$ cat config.mk
export PLATFORM = sky130hd
export DESIGN_NAME = regbus_arbiter_flat
export DESIGN_NICKNAME = d
export VERILOG_FILES = /design/src/rtl/regbus_arbiter_if.sv /design/src/rtl/regbus_arbiter.sv /design/src/flat_wrapper.sv
export SDC_FILE = /design/constraint.sdc
export NUM_CORES = 1
export LEC_CHECK = 0
export ABC_AREA = 1
export CORE_MARGIN = 10
export CORE_UTILIZATION = 42
export DETAILED_ROUTE_END_ITERATION = 8
export PLACE_DENSITY = 0.92
export SLEW_MARGIN = 0
export SYNTH_ARGS = -nofsm -noshare
export SYNTH_HDL_FRONTEND = slang
export SYNTH_SLANG_ARGS = --single-unit
$ cat constraint.sdc
create_clock -name clk -period 1.8 [get_ports clk]
set_input_delay 0.54 -clock clk [delete_from_list [all_inputs] [get_ports clk]]
set_output_delay 0.54 -clock clk [all_outputs]
set_load 0.1 [all_outputs]
$ cat src/rtl/regbus_arbiter_if.sv
// regbus_arbiter_if: requester handshake and register-manager bus bundle.
//   req_valid/req_ready    per-requester request handshake (one-hot ready)
//   req_write/req_admin    per-requester command qualifiers
//   req_addr/req_wdata     packed per-requester address / write data
//   rsp_valid/rsp_rdata    one-hot completion pulse with read data
//   rsp_error, busy        write-timeout flag, arbiter-not-idle status
//   address..writeAdmin    bus outputs towards the register manager
//   readData, writeAck     bus inputs from the register manager
// Modport master is the arbiter side, slave is the requester/register side.
interface regbus_arbiter_if #(
    parameter int NUM_REQ     = 2,
    parameter int DATA_LENGTH = 32,
    parameter int ADDRWIDTH   = 8
);
    logic [NUM_REQ-1:0]             req_valid;
    logic [NUM_REQ-1:0]             req_ready;
    logic [NUM_REQ-1:0]             req_write;
    logic [NUM_REQ-1:0]             req_admin;
    logic [NUM_REQ*ADDRWIDTH-1:0]   req_addr;
    logic [NUM_REQ*DATA_LENGTH-1:0] req_wdata;
    logic [NUM_REQ-1:0]             rsp_valid;
    logic [DATA_LENGTH-1:0]         rsp_rdata;
    logic                           rsp_error;
    logic                           busy;
    logic [ADDRWIDTH-1:0]           address;
    logic [DATA_LENGTH-1:0]         writeData;
    logic                           writeEnable;
    logic                           readEnable;
    logic                           writeAdmin;
    logic [DATA_LENGTH-1:0]         readData;
    logic                           writeAck;

    modport master (
        input  req_valid, req_write, req_admin, req_addr, req_wdata, readData, writeAck,
        output req_ready, rsp_valid, rsp_rdata, rsp_error, busy,
               address, writeData, writeEnable, readEnable, writeAdmin
    );

    modport slave (
        output req_valid, req_write, req_admin, req_addr, req_wdata, readData, writeAck,
        input  req_ready, rsp_valid, rsp_rdata, rsp_error, busy,
               address, writeData, writeEnable, readEnable, writeAdmin
    );
endinterface

$ cat src/rtl/regbus_arbiter.sv
// regbus_arbiter: round-robin arbiter sharing one register-manager bus
// between NUM_REQ requesters, one transaction at a time.
//   clk    rising-edge clock
//   reset  synchronous active-high reset
//   bus    regbus_arbiter_if.master: requester handshake, responses, bus
// Flow: IDLE grants (req_ready combinational), ISSUE drives a one-cycle
// strobe, WAIT collects writeAck / readData or times out, DONE pulses rsp_valid.
module regbus_arbiter #(
    parameter int NUM_REQ        = 2,
    parameter int DATA_LENGTH    = 32,
    parameter int ADDRWIDTH      = 8,
    parameter int READ_LATENCY   = 1,
    parameter int TIMEOUT_CYCLES = 16
) (
    input logic            clk,
    input logic            reset,
    regbus_arbiter_if.master bus
);
    localparam int unsigned PW   = (NUM_REQ > 1) ? $clog2(NUM_REQ) : 1;
    localparam int unsigned CMAX = (TIMEOUT_CYCLES > READ_LATENCY) ? TIMEOUT_CYCLES : READ_LATENCY;
    localparam int unsigned CW   = $clog2(CMAX + 1);

    typedef enum logic [1:0] {S_IDLE, S_ISSUE, S_WAIT, S_DONE} state_t;

    state_t               state;
    logic [PW-1:0]        ptr;
    logic [PW-1:0]        sel_q;
    logic [PW-1:0]        sel_c;
    logic [PW-1:0]        idx;
    logic                 grant;
    logic                 is_write;
    logic                 ack_seen;
    logic [CW-1:0]        cnt;
    logic [ADDRWIDTH-1:0]   addr_arr  [NUM_REQ];
    logic [DATA_LENGTH-1:0] wdata_arr [NUM_REQ];

    // First active requester at or above the pointer, wrapping around.
    always_comb begin
        grant = 1'b0;
        sel_c = '0;
        idx   = '0;
        for (int unsigned i = 0; i < NUM_REQ; i++) begin
            idx = PW'((32'(ptr) + i) % NUM_REQ);
            if (!grant && bus.req_valid[idx]) begin
                grant = 1'b1;
                sel_c = idx;
            end
        end
    end

    always_comb begin
        for (int unsigned i = 0; i < NUM_REQ; i++) begin
            addr_arr[i]  = bus.req_addr[i*ADDRWIDTH +: ADDRWIDTH];
            wdata_arr[i] = bus.req_wdata[i*DATA_LENGTH +: DATA_LENGTH];
        end
    end

    // Ready is suppressed during reset so no command is handed over and dropped.
    always_comb begin
        bus.req_ready = '0;
        if (state == S_IDLE && grant && !reset) begin
            bus.req_ready[sel_c] = 1'b1;
        end
    end

    always_ff @(posedge clk) begin
        if (reset) begin
            state           <= S_IDLE;
            ptr             <= '0;
            sel_q           <= '0;
            is_write        <= 1'b0;
            ack_seen        <= 1'b0;
            cnt             <= '0;
            bus.rsp_valid   <= '0;
            bus.rsp_rdata   <= '0;
            bus.rsp_error   <= 1'b0;
            bus.busy        <= 1'b0;
            bus.address     <= '0;
            bus.writeData   <= '0;
            bus.writeEnable <= 1'b0;
            bus.readEnable  <= 1'b0;
            bus.writeAdmin  <= 1'b0;
        end else begin
            case (state)
                S_IDLE: begin
                    if (grant) begin
                        sel_q           <= sel_c;
                        is_write        <= bus.req_write[sel_c];
                        bus.address     <= addr_arr[sel_c];
                        bus.writeData   <= wdata_arr[sel_c];
                        bus.writeAdmin  <= bus.req_admin[sel_c];
                        bus.writeEnable <= bus.req_write[sel_c];
                        bus.readEnable  <= !bus.req_write[sel_c];
                        bus.busy        <= 1'b1;
                        state           <= S_ISSUE;
                    end
                end
                S_ISSUE: begin
                    bus.writeEnable <= 1'b0;
                    bus.readEnable  <= 1'b0;
                    cnt             <= '0;
                    // An ack arriving with the strobe is remembered for WAIT.
                    ack_seen        <= is_write & bus.writeAck;
                    state           <= S_WAIT;
                end
                S_WAIT: begin
                    if (is_write) begin
                        if (bus.writeAck || ack_seen) begin
                            bus.rsp_valid <= NUM_REQ'(1) << sel_q;
                            bus.rsp_error <= 1'b0;
                            bus.rsp_rdata <= '0;
                            state         <= S_DONE;
                        end else if (cnt == CW'(TIMEOUT_CYCLES - 1)) begin
                            bus.rsp_valid <= NUM_REQ'(1) << sel_q;
                            bus.rsp_error <= 1'b1;
                            bus.rsp_rdata <= '0;
                            state         <= S_DONE;
                        end else begin
                            cnt <= cnt + 1'b1;
                        end
                    end else begin
                        // First WAIT cycle is one cycle after ISSUE.
                        if (cnt == CW'(READ_LATENCY - 1)) begin
                            bus.rsp_valid <= NUM_REQ'(1) << sel_q;
                            bus.rsp_error <= 1'b0;
                            bus.rsp_rdata <= bus.readData;
                            state         <= S_DONE;
                        end else begin
                            cnt <= cnt + 1'b1;
                        end
                    end
                end
                S_DONE: begin
                    bus.rsp_valid  <= '0;
                    bus.rsp_rdata  <= '0;
                    bus.rsp_error  <= 1'b0;
                    bus.writeAdmin <= 1'b0;
                    bus.busy       <= 1'b0;
                    ptr            <= (32'(sel_q) == NUM_REQ - 1) ? '0 : sel_q + 1'b1;
                    state          <= S_IDLE;
                end
                default: state <= S_IDLE;
            endcase
        end
    end
endmodule

$ cat src/flat_wrapper.sv
// flat-port wrapper written by rule: the top's interface ports become plain ports
module regbus_arbiter_flat 
#(
    parameter int NUM_REQ        = 2,
    parameter int DATA_LENGTH    = 32,
    parameter int ADDRWIDTH      = 8,
    parameter int READ_LATENCY   = 1,
    parameter int TIMEOUT_CYCLES = 16
)
  (clk, reset, bus_req_valid, bus_req_write, bus_req_admin, bus_req_addr, bus_req_wdata, bus_readData, bus_writeAck, bus_req_ready, bus_rsp_valid, bus_rsp_rdata, bus_rsp_error, bus_busy, bus_address, bus_writeData, bus_writeEnable, bus_readEnable, bus_writeAdmin);
  regbus_arbiter_if #(.NUM_REQ(NUM_REQ), .DATA_LENGTH(DATA_LENGTH), .ADDRWIDTH(ADDRWIDTH)) bus_i ();
  input logic clk;
  input logic reset;
  input wire logic [$bits(bus_i.req_valid)-1:0] bus_req_valid;
  input wire logic [$bits(bus_i.req_write)-1:0] bus_req_write;
  input wire logic [$bits(bus_i.req_admin)-1:0] bus_req_admin;
  input wire logic [$bits(bus_i.req_addr)-1:0] bus_req_addr;
  input wire logic [$bits(bus_i.req_wdata)-1:0] bus_req_wdata;
  input wire logic [$bits(bus_i.readData)-1:0] bus_readData;
  input wire logic [$bits(bus_i.writeAck)-1:0] bus_writeAck;
  output wire logic [$bits(bus_i.req_ready)-1:0] bus_req_ready;
  output wire logic [$bits(bus_i.rsp_valid)-1:0] bus_rsp_valid;
  output wire logic [$bits(bus_i.rsp_rdata)-1:0] bus_rsp_rdata;
  output wire logic [$bits(bus_i.rsp_error)-1:0] bus_rsp_error;
  output wire logic [$bits(bus_i.busy)-1:0] bus_busy;
  output wire logic [$bits(bus_i.address)-1:0] bus_address;
  output wire logic [$bits(bus_i.writeData)-1:0] bus_writeData;
  output wire logic [$bits(bus_i.writeEnable)-1:0] bus_writeEnable;
  output wire logic [$bits(bus_i.readEnable)-1:0] bus_readEnable;
  output wire logic [$bits(bus_i.writeAdmin)-1:0] bus_writeAdmin;
  assign bus_i.req_valid = bus_req_valid;
  assign bus_i.req_write = bus_req_write;
  assign bus_i.req_admin = bus_req_admin;
  assign bus_i.req_addr = bus_req_addr;
  assign bus_i.req_wdata = bus_req_wdata;
  assign bus_i.readData = bus_readData;
  assign bus_i.writeAck = bus_writeAck;
  assign bus_req_ready = bus_i.req_ready;
  assign bus_rsp_valid = bus_i.rsp_valid;
  assign bus_rsp_rdata = bus_i.rsp_rdata;
  assign bus_rsp_error = bus_i.rsp_error;
  assign bus_busy = bus_i.busy;
  assign bus_address = bus_i.address;
  assign bus_writeData = bus_i.writeData;
  assign bus_writeEnable = bus_i.writeEnable;
  assign bus_readEnable = bus_i.readEnable;
  assign bus_writeAdmin = bus_i.writeAdmin;
  regbus_arbiter #(.NUM_REQ(NUM_REQ), .DATA_LENGTH(DATA_LENGTH), .ADDRWIDTH(ADDRWIDTH), .READ_LATENCY(READ_LATENCY), .TIMEOUT_CYCLES(TIMEOUT_CYCLES)) u_core (.clk(clk), .reset(reset), .bus(bus_i));
endmodule
==> flow_metrics.py <==
metrics = {
    "logic_synthesis": {
        "synthDistinctLibCells": 25,
        "async_reset_ff_frac": 0,
        "syn_nets": 766,
        "muxShareOfSynthArea": 0,
        "synth-compound-area-share": 0.116,
        "yosysMostFrequentCell": "nand2_1",
        "synth_fa_ha_area_frac": 0.0200,
        "yosysWarnings": 0,
        "synth_top_area_share": 0.411,
        "syn_inst": 638,
        "synth_flop_cell": "dfxtp_1",
        "yosys_register_bits": 90,
        "syn_area_um2": 4380,
        "synth_simple_gate_area_frac": 0.322,
        "synth.area.top_cells": "dfxtp_1 (41%), nand2_1 (13%), nand3_1 (10%)",
        "synth_edf_count": 0,
        "synth_area_per_cell_um2": 6.87,
        "synth_top_area_cell": "dfxtp_1",
        "synth_top_family_by_area": "simple AND/OR/NAND/NOR gates",
        "yosysSeqAreaShare": 0.411,
        "synthTopCellsByCount": "nand2_1 (153), dfxtp_1 (90), inv_1 (90)",
        "synth_xor_xnor_area_share": 0,
    },
    "timing": {
        "clock_skew_ps": 6.64,
        "max_freq_mhz": 505,
        "period_minus_slack_ps": 1980,
        "grt_setup_unrepaired": "true",
        "slew_headroom": 0.750,
        "worst_pin_slew_ps": 375,
        "fin_ws_ps": -179,
        "hold_viol_final": 0,
        "finalSetupTns_ps": -425,
        "period_share": 1.10,
        "setup_viol": 3,
        "slew_violations": 0,
    },
    "final_layout": {
        "final_cell_area_um2": 8030,
        "fillers": 623,
        "seqCellArea_um2": 1810,
        "drive_above_1_share": 0.217,
        "antenna_cells": 0,
        "instances_no_fill": 992,
        "synthToLayoutAreaGrowth_pct": 83.3,
        "multi_input_area_um2": 2170,
        "finalNetCount": 979,
        "fin_util": 0.785,
    },
    "global_routing": {
        "grt_max_degree": 59,
        "antenna_found_initial": 0,
        "overflow": 0,
        "first_global_vias": 5002,
        "grt.total_usage": 0.205,
        "grt_pass1_wl_mm": 25.0,
    },
    "setup_path": {
        "rr_worst_depth": 11,
        "crit_top_cell": "inv_2",
        "path_cells": "inv_2 > ha_4 > o21ai_4 > inv_2 > nand2_4 > a21oi_4 > buf_12",
        "reg2reg_from": "u_core.cnt[0]",
        "critPathBufInv": 3,
        "crit_fanout": 3,
        "cpPeakStageDelay_ps": 330,
        "crit_required_ps": 1260,
        "critPathLaunch": "u_core.state[0]",
        "critical_path_class": "register to output port",
        "crit_family": "flip-flops",
        "crit_slowest_cell": "dfxtp_2",
        "cp-end-kind": "output port",
        "arrival_ps": 1440,
        "cp_num_cells": 7,
        "critPathLaunchType": "register",
    },
    "placed_design": {
        "place_congestion": 0.875,
        "dp.cells": 958,
        "placement.io_buffers": 201,
        "placed_cell_area_um2": 7450,
        "post-dp-hpwl_mm": 12.0,
    },
    "clocking": {
        "cts_max_level": 3,
        "path_clk_slew_ps": 90,
        "cts_root_buffer": "clkbuf_8",
        "clockBufferDepth": 2,
        "numCtsBuffers": 9,
        "worstSkewPairLatency_ps": 350,
        "cts_tree": "built",
        "cts_hold_buf": 0,
        "clock-sinks": 90,
    },
    "floorplanning": {
        "die_y_um": 122,
        "core_um2": 10200,
        "start_util": 0.428,
        "dieArea_um2": 14900,
        "dieWidth_um": 122,
        "fp-row-count": 37,
        "ios": 202,
    },
    "route": {
        "drt-wirelength-per-cell_um": 17.6,
        "vias_per_cell": 5.14,
        "drc": 0,
        "drt_iter0_drc": 446,
        "drt_wl_total_mm": 17.5,
        "drtPass1Iterations": 5,
        "postRouteAntennaNets": 0,
        "vias": 5100,
    },
    "min_path": {
        "worstHoldStart": "u_core.bus.readEnable",
        "whs_path_depth": 2,
        "hold_class": "register to register",
    },
    "run_status": {
        "violations": "setup timing",
        "outcome": "complete, but fails checks",
    },
    "power_and_ir_drop": {
        "leakagePower_nw": 3.69,
        "power_density_nw_per_um2": 2240,
        "ir_worst_vdd_uv": 1260,
    },
    "job": {
        "maxCapViolCount": 0,
    },
}
-- state kept, by name, summed over array words and instances (netlist names) --
name	flops
u_core.ack_seen	1
u_core.bus.address	8
u_core.bus.busy	1
u_core.bus.readEnable	1
u_core.bus.rsp_error	1
u_core.bus.rsp_rdata	32
u_core.bus.rsp_valid	2
u_core.bus.writeAdmin	1
u_core.bus.writeData	32
u_core.bus.writeEnable	1
u_core.cnt	5
u_core.is_write	1
u_core.ptr	1
u_core.sel_q	1
u_core.state	2
-- per-stage QoR --
stage,hold WS [ps],power (mW),setup slack [ps]
after detailed placement,475,15.5,-411
final,513,18.0,-179
after global placement,469,15.2,-386
after floorplan,446,11.0,-234
after global routing,533,18.8,-264
after CTS,489,17.2,-201
-- cell usage in the layout, fill, tap and decap left out, types with 4 or more instances in the layout --
cell type | Yosys | layout
o211ai_1 | 40 | 40
inv_1 | 90 | 87
nand2_1 | 153 | 151
nand3_1 | 88 | 86
clkdlybuf4s50_1 | 0 | 117
inv_2 | 3 | 6
clkbuf_8 | 0 | 10
nor2_1 | 58 | 54
nor2_2 | 2 | 4
nand4_1 | 16 | 16
dfxtp_1 | 90 | 86
clkbuf_16 | 0 | 4
buf_12 | 0 | 86
o21ai_0 | 8 | 8
a21oi_1 | 32 | 20
a21oi_2 | 0 | 11
buf_4 | 2 | 29
-- repair_timing --
item | CTS | global route
endpoints found under the setup margin | 2 | 41
gates resized for setup | 7 | 30
buffers inserted | 6 | 4
pin swaps | 2 | 13
cloned | 0 | 8
-- per-layer routing --
metal | vias up | track usage | wire length (µm)
met5 | - | 0 | 0
met4 | 0 | 0.0604 | 272
met2 | 253 | 0.353 | 8900
li1 | 2474 | - | -
met1 | 2351 | 0.230 | 6500
met3 | 22 | 0.0782 | 1820
-- tightest hold or removal path: cells and delay by family, from the launching register on --
kind / cells / cell delay, ps
AOI/OAI and AO/OA: 1 / 60
and+or+nand+nor: 1 / 70
DFF: 1 / 340
-- report_power, final --
group | internal (mW) | switching (mW)
Sequential | 2.77 | 0.830
Combinational | 4.65 | 8.20
Clock | 0.823 | 0.752
Total | 8.25 | 9.78
-- cells by family after synthesis --
group	Yosys count
AND/OR/NAND/NOR	324
adder cells (fa/ha/maj)	7
AO/OA/AOI/OAI	81
buffers and inverters	136
flip-flops	90
-- worst paths after layout --
check,to,slack [ps]
worst max-delay path,bus_req_ready[0],-180
worst min-delay path,u_core.bus.readEnable,510
worst max register to register,u_core.bus.rsp_rdata[11],-70
worst min register to register,u_core.bus.readEnable,510
-- area by class of cell --
class	count	area share
timing repair buffer	243	0.410
multi-input combinational	413	0.271
sequential	90	0.225
inverter	94	0.0442
tap	136	0.0212
clock buffer	10	0.0171
clock inverter	6	0.0112
(Power assumes the default switching activity.)
